File: config.mk
export PLATFORM = sky130hd
export DESIGN_NAME = sync_updown_counter
export DESIGN_NICKNAME = d
export VERILOG_FILES = /design/src/rtl/counter_pkg.sv /design/src/rtl/count_next.sv /design/src/rtl/sync_updown_counter.sv
export SDC_FILE = /design/constraint.sdc
export NUM_CORES = 1
export LEC_CHECK = 0
export ABC_AREA = 0
export BUFFER_PORTS_ARGS = -buffer_cell sky130_fd_sc_hd__buf_2
export CAP_MARGIN = 15
export CORE_AREA = 2 2 39 41
export CTS_BUF_LIST = sky130_fd_sc_hd__clkbuf_8 sky130_fd_sc_hd__clkbuf_16
export DETAILED_ROUTE_END_ITERATION = 7
export DIE_AREA = 0 0 41 43
export PLACE_DENSITY = 0.55
export SLEW_MARGIN = 0
export SYNTH_ARGS = -nofsm -noshare
export SYNTH_HDL_FRONTEND = slang
export SYNTH_SLANG_ARGS = --single-unit
File: constraint.sdc
create_clock -name clk -period 4.3 [get_ports clk]
set_clock_uncertainty 0.1 [all_clocks]
set_input_delay 1.29 -clock clk [delete_from_list [all_inputs] [get_ports clk]]
set_output_delay 1.29 -clock clk [all_outputs]
set_load 0.005 [all_outputs]
File: src/rtl/counter_pkg.sv
// Shared constants for the up/down counter slice.
//   DEF_WIDTH   : default count register width
//   DEF_MODULUS : default count modulus (count range 0..MODULUS-1)
//   dir_e       : direction encoding on the dir port (DIR_UP=1, DIR_DOWN=0)
package counter_pkg;

  localparam int unsigned DEF_WIDTH   = 4;
  localparam int unsigned DEF_MODULUS = 16;

  typedef enum logic {
    DIR_DOWN = 1'b0,
    DIR_UP   = 1'b1
  } dir_e;

endpackage : counter_pkg

File: src/rtl/count_next.sv
// Next-count computation for the modulo up/down counter.
//   ucount  : current count
//   dir     : 1 = up, 0 = down
//   en      : count enable; when low the count passes through unchanged
//   nxt     : next count value
//   wrapped : high when this step crosses the MODULUS-1 <-> 0 boundary
module count_next
  import counter_pkg::*;
#(
  parameter int unsigned WIDTH   = DEF_WIDTH,
  parameter int unsigned MODULUS = DEF_MODULUS
) (
  input  logic [WIDTH-1:0] ucount,
  input  logic             dir,
  input  logic             en,
  output logic [WIDTH-1:0] nxt,
  output logic             wrapped
);

  localparam logic [WIDTH-1:0] MAXV = WIDTH'(MODULUS - 1);

  always_comb begin
    nxt     = ucount;
    wrapped = 1'b0;
    if (en) begin
      if (dir == DIR_UP) begin
        // >= rather than == so an out-of-range count also recovers to 0
        if (ucount >= MAXV) begin
          nxt     = '0;
          wrapped = 1'b1;
        end else begin
          nxt = ucount + WIDTH'(1);
        end
      end else begin
        if (ucount == '0) begin
          nxt     = MAXV;
          wrapped = 1'b1;
        end else begin
          nxt = ucount - WIDTH'(1);
        end
      end
    end
  end

endmodule : count_next

File: src/rtl/sync_updown_counter.sv
// Modulo-MODULUS synchronous up/down counter with parallel load.
//   clk      : clock, all state on rising edge
//   rst      : synchronous active-low reset
//   en       : count enable
//   dir      : 1 = up, 0 = down
//   load     : parallel load strobe (priority over en)
//   load_val : value to load, clamped to MODULUS-1
//   ucount   : registered count
//   dcount   : MODULUS-1-ucount
//   wrap     : one-cycle pulse after a wrap-around edge
//   at_max   : ucount == MODULUS-1
//   at_min   : ucount == 0
module sync_updown_counter
  import counter_pkg::*;
#(
  parameter int unsigned WIDTH   = DEF_WIDTH,
  parameter int unsigned MODULUS = DEF_MODULUS
) (
  input  logic             clk,
  input  logic             rst,
  input  logic             en,
  input  logic             dir,
  input  logic             load,
  input  logic [WIDTH-1:0] load_val,
  output logic [WIDTH-1:0] ucount,
  output logic [WIDTH-1:0] dcount,
  output logic             wrap,
  output logic             at_max,
  output logic             at_min
);

  localparam logic [WIDTH-1:0] MAXV = WIDTH'(MODULUS - 1);

  generate
    if ((MODULUS < 2) || (longint'(MODULUS) > (longint'(1) << WIDTH))) begin : g_bad_modulus
      $error("sync_updown_counter: MODULUS must lie in 2..2**WIDTH");
    end
  endgenerate

  logic [WIDTH-1:0] cnt_nxt;
  logic             cnt_wrapped;
  logic [WIDTH-1:0] load_clamped;

  count_next #(
    .WIDTH   (WIDTH),
    .MODULUS (MODULUS)
  ) u_count_next (
    .ucount  (ucount),
    .dir     (dir),
    .en      (en),
    .nxt     (cnt_nxt),
    .wrapped (cnt_wrapped)
  );

  // Compare one bit wider so MODULUS == 2**WIDTH is representable.
  always_comb begin
    load_clamped = load_val;
    if ({1'b0, load_val} >= (WIDTH + 1)'(MODULUS))
      load_clamped = MAXV;
  end

  always_ff @(posedge clk) begin
    if (!rst) begin
      ucount <= '0;
      wrap   <= 1'b0;
    end else if (load) begin
      ucount <= load_clamped;
      wrap   <= 1'b0;
    end else begin
      ucount <= cnt_nxt;
      wrap   <= cnt_wrapped;
    end
  end

  assign dcount = MAXV - ucount;
  assign at_max = (ucount == MAXV);
  assign at_min = (ucount == '0);

endmodule : sync_updown_counter

==> results of run 1 <==
==> synth_stat cells, types with 2 or more instances <==
| cell | instances |
|---|---|
| nor2_1 | 2 |
| nand2_1 | 5 |
| mux2i_1 | 2 |
| ha_1 | 2 |
| dfxtp_1 | 5 |
| o21ai_0 | 3 |
| inv_1 | 7 |
| a21oi_1 | 7 |
==> kinds of logic (layout without fill, tap and decap cells) <==
group                      Yosys count  after routing  synth area share [%]
DFF                                  5              5                  25.4
buffers and inverters                9             30                  10.8
and+or+nand+nor                     15             15                  22.9
adders and majority gates            2              2                  6.35
AOI/OAI and AO/OA                   15             15                  25.1
xor gates and xnor gates             2              2                  4.45
muxes                                2              2                  5.08
==> stage by stage <==
stage / area [um2] / setup slack, ns / power [uW]
floorplan: 394 / 1.96 / 84.7
global placement: 493 / 1.86 / 101
detailed placement: 493 / 1.83 / 101
CTS: 538 / 1.59 / 186
global route: 538 / 1.53 / 197
finish: 538 / 1.61 / 184
==> critical path, delay by kind of cell, from the launching register on <==
kind | cells | cell delay (ns)
adders and majority gates | 1 | 0.22
buffers and inverters | 2 | 0.21
and+or+nand+nor | 1 | 0.18
DFF | 1 | 0.47
==> sequential cells by signal, summed over array words and instances (netlist names) <==
| name | cells |
|---|---|
| ucount | 4 |
| wrap | 1 |
==> report_power, final <==
group / internal [uW] / total, uW / switching, uW / leakage (uW)
Clock: 61.2 / 84.4 / 23.2 / 0.0000269
Combinational: 21.3 / 42.1 / 20.8 / 0.000214
Sequential: 50.3 / 57.5 / 7.25 / 0.0000414
Total: 133 / 184 / 51.2 / 0.000282
==> final cells by class <==
type / instances / share of cell area [%]
multi-input cells: 36 / 46.7
flip-flops and latches: 5 / 18.6
repair buffers: 19 / 17.7
clock buffers: 3 / 7.67
inverters: 7 / 4.88
well taps: 16 / 3.72
clock inverters: 1 / 0.698
==> layer usage <==
layer,part of all wire (%),track usage (%)
met5,0,0
met4,1.4,6.00
met3,8.4,6.28
met2,46,17.8
met1,44,16.0
==> worst paths after layout <==
path	slack, ns	to	depth (start not counted)
worst max register to register	2.72	ucount[0]	6
worst min-delay path	0.58	ucount[0]	3
worst min register to register	0.58	ucount[0]	3
worst max-delay path	1.61	at_min	4
==> metrics.txt, run 1 <==
Post-Synthesis Cell Area=394 um2; slew at the pin closest to its max-slew limit=0.303 ns; total number of vias=434; number of nets with antenna violations after detailed routing=0; crit path launch type=flop; overall die area=1760 um2; antenna violations before repair=0; Yosys cell types=25; total of buffers placed on input and output ports=19; Crit. Startpoint=ucount[0]; Worst Path Required=2.91 ns; Clock Root Buffer=clkbuf_8; Seq/Total Area, Yosys=25.4%; crit path capture type=primary output; number of instances in the placed design=83; reg-to-reg startpoint=ucount[1]; fraction of the core area covered by cells at the end of the flow=38.9%; final-layout setup total negative slack=0 ns; row count=14; most frequent standard cell in the layout excluding fill and tap cells=buf_2; register area=100 um2; final cell count without fillers=87; 1st-pass router iterations=4; number of storage elements in the synthesis netlist=5; Wirelength per Cell=11.4 um; Avg Cell Area, Syn=7.88 um2; HPWL after detailed placement=765 um; detailed-route wire length=988 um; initial cell density of the core=28.5%; start-to-end type of the worst setup path=reg2out; launch point of the worst hold path=ucount[0]; share of cells above drive strength 1=39.4%; Worst VDD drop=0.135 mV; Max Freq=0.371 GHz; wire length of the first global-routing pass=1500 um; Tightest Hold Check Type=reg2reg; # resized after CTS=0; worst stage delay on the critical path=0.47 ns; max-cap viol count=0; Period Utilization, post-route=62.6%; signal arrival time at the worst endpoint=1.30 ns; final worst path period need=2.69 ns; area share of the largest cell type after synthesis=25.4%; Post-CTS Hold Fix Bufs=0; Post-CTS Repair Setup Buffers=0; number of warnings printed during yosys synthesis=0; unrepaired setup endpoints after global routing=false; largest net degree at the start of global routing=10; clock-pin slew on the worst setup and hold paths=0.03 ns; static leakage=0.000282 uW; overall die width=41 um; y dimension of the die=43 um; CP Cell Sequence=inv_1 -> ha_1 -> and3_1 -> buf_2; run status=complete, no violations; clock tree from TritonCTS=done; number of DRC violations after detailed routing=0; Final Slew Violations=0; Finish-stage setup viols=0; async set or reset register ratio after synthesis=0%; worst hold margin=0.585 ns; most frequent cells in the layout=buf_2, inv_1, a21oi_1; Clock Latency Late Sink=0.22 ns; vias per cell=4.99; Longest Clk Path Bufs=2; number of enable flip-flop cells after synthesis=0; area of the multi-input gates=251 um2; power per cell area=342 nW/um2; growth of design area from synthesis to finish=36.5%; Area contributors post-synth=dfxtp_1, a21oi_1, inv_1; relative slew slack=79.5%; syn_nets=61; most frequently used flop master after synthesis=dfxtp_1; Max stage delay cell, worst path=dfxtp_1; antenna diode instance count=0; Top Ports=20; Fillers=153; vias in the first global route=355; remaining global-route overflow=0; worst-path fanout max=9; Final Net Count=83; TritonCTS buffer count=3; core area=1380 um2; final count of hold timing violations=0; GRT Overall Usage=12.8%; maximum level of the CTS H-tree=1; first-iteration detailed-routing DRC count=11; routability cong.=0.690; post-synth top area cell=dfxtp_1; clock sink count=5; gate count after technology mapping=50
(Power assumes the default switching activity.)
==> run 2, diff against run 1 <==
PLACE_DENSITY = 0.57   (was 0.55)
clock period = 2.2 ns   (was 4.3 ns; I/O delays follow)
==> metrics.txt, run 2 (same netlist as run 1, synthesis figures left out) <==
GRT Overall Usage=12.6% (-0.20 points); signal arrival time at the worst endpoint=1.32 ns (+0.02 ns); first-iteration detailed-routing DRC count=12 (+1); initial cell density of the core=28.5% (unchanged); share of cells above drive strength 1=39.4% (unchanged); final count of hold timing violations=0 (unchanged); Tightest Hold Check Type=reg2reg; Top Ports=20 (unchanged); area of the multi-input gates=251 um2 (unchanged); relative slew slack=79.1% (-0.42 points); number of nets with antenna violations after detailed routing=0 (unchanged); maximum level of the CTS H-tree=1 (unchanged); worst stage delay on the critical path=0.48 ns (about the same); start-to-end type of the worst setup path=reg2out; flip-flop count of the largest register after layout=4 (unchanged); overall die width=41 um (unchanged); Max Freq=0.481 GHz; final design instance area without fill=538 um2 (unchanged); unrepaired setup endpoints after global routing=false; # resized after CTS=0 (unchanged); core area=1380 um2 (unchanged); vias per cell=5.02 (+0.69%); Finish-stage setup viols=0 (unchanged); slew at the pin closest to its max-slew limit=0.309 ns (+0.00618 ns); Post-CTS Repair Setup Buffers=0 (unchanged); total number of vias=437 (+0.69%); y dimension of the die=43 um (unchanged); power per cell area=671 nW/um2 (+96%); crit path launch type=flop; Post-CTS Hold Fix Bufs=0 (unchanged); routability cong.=0.717 (+4.0%); Wirelength per Cell=11.4 um (unchanged); register ranked first by flip-flop count=ucount; Fillers=155 (+1.3%); overall die area=1760 um2 (unchanged); register area=100 um2 (unchanged); Clock Root Buffer=clkbuf_8; final-layout setup total negative slack=0 ns (unchanged); Worst VDD drop=0.321 mV (+140%); remaining global-route overflow=0 (unchanged); number of DRC violations after detailed routing=0 (unchanged); run status=complete, no violations; crit path capture type=primary output; clock tree from TritonCTS=done; detailed-route wire length=988 um (unchanged); final total power=361 uW (+96%); growth of design area from synthesis to finish=36.5% (unchanged); row count=14 (unchanged); largest net degree at the start of global routing=10 (unchanged); reg-to-reg slack, setup=0.60 ns (-2.12 ns); vias in the first global route=348 (-2.0%); clock sink count=5 (unchanged); antenna diode instance count=0 (unchanged); Final Net Count=83 (unchanged); CP Cell Sequence=inv_1 -> ha_1 -> and3_1 -> buf_2; HPWL after detailed placement=781 um (+2.0%); wire length of the first global-routing pass=1500 um (unchanged); final worst path period need=2.08 ns; most frequent standard cell in the layout excluding fill and tap cells=buf_2; max-cap viol count=0 (unchanged); Longest Clk Path Bufs=2 (unchanged); placed cell area=493 um2 (unchanged); 1st-pass router iterations=4 (unchanged); static leakage=0.000282 uW (unchanged); most frequent cells in the layout=buf_2, inv_1, a21oi_1; antenna violations before repair=0 (unchanged); Worst Path Required=1.44 ns (-1.47 ns); clock-pin slew on the worst setup and hold paths=0.04 ns (about the same); largest registers=ucount: 4 flops, wrap: 1 flops; Final Slew Violations=0 (unchanged); Max stage delay cell, worst path=dfxtp_1; Clock Latency Late Sink=0.22 ns (about the same); Period Utilization, post-route=94.4%; TritonCTS buffer count=3 (unchanged); total of buffers placed on input and output ports=19 (unchanged); worst-path fanout max=9 (unchanged)
run 2: cell counts in the layout (fill, tap and decap cells not counted):
Identical to the previous run, type by type.
run 2: layout make-up:
type                    instances  area share (%)
clock buffers                   3            7.67
clock inverters                 1           0.698
inverters                       7            4.88
flip-flops and latches          5            18.6
well taps                      16            3.72
repair buffers                 19            17.7
multi-input cells              36            46.7
run 2: path summary, 6_finish.rpt:
path              startpoint   endpoint  cells after the start
hold / removal     ucount[2]  ucount[2]                      2
hold reg to reg    ucount[2]  ucount[2]                      2
setup reg to reg   ucount[1]  ucount[0]                      6
setup / recovery   ucount[0]     at_min                      4
run 2: metal layers:
layer / vias up / wire length (um) / track usage, %
li1: 218 / - / -
met1: 194 / 414 / 16.3
met2: 23 / 469 / 17.8
met3: 2 / 97 / 6.28
met4: 0 / 7 / 4.00
met5: - / 0 / 0
run 2: critical path: cells and delay by family (launching register included):
kind | cells | cell delay [ns]
AND/OR/NAND/NOR | 1 | 0.17
flip-flops | 1 | 0.48
adder cells (fa/ha/maj) | 1 | 0.23
buffers and inverters | 2 | 0.22
run 2: metrics by stage:
| step | hold WS, ns | worst slack, ns | cells | util, % |
|---|---|---|---|---|
| floorplan | 0.548 | 0.485 | 50 | - |
| global placement | 0.573 | 0.393 | 83 | 35.6 |
| detailed placement | 0.580 | 0.361 | 83 | 35.6 |
| CTS | 0.591 | 0.124 | 87 | 38.9 |
| global route | 0.599 | 0.0458 | 87 | 38.9 |
| finish | 0.583 | 0.122 | 87 | 38.9 |
run 2: power by group:
group          switching, uW  total (uW)  internal (uW)  leakage, uW
Clock                   46.5         166            120    0.0000269
Sequential              14.4         113           98.2    0.0000414
Combinational           40.4        82.1           41.7     0.000214
Total                    101         361            260     0.000282
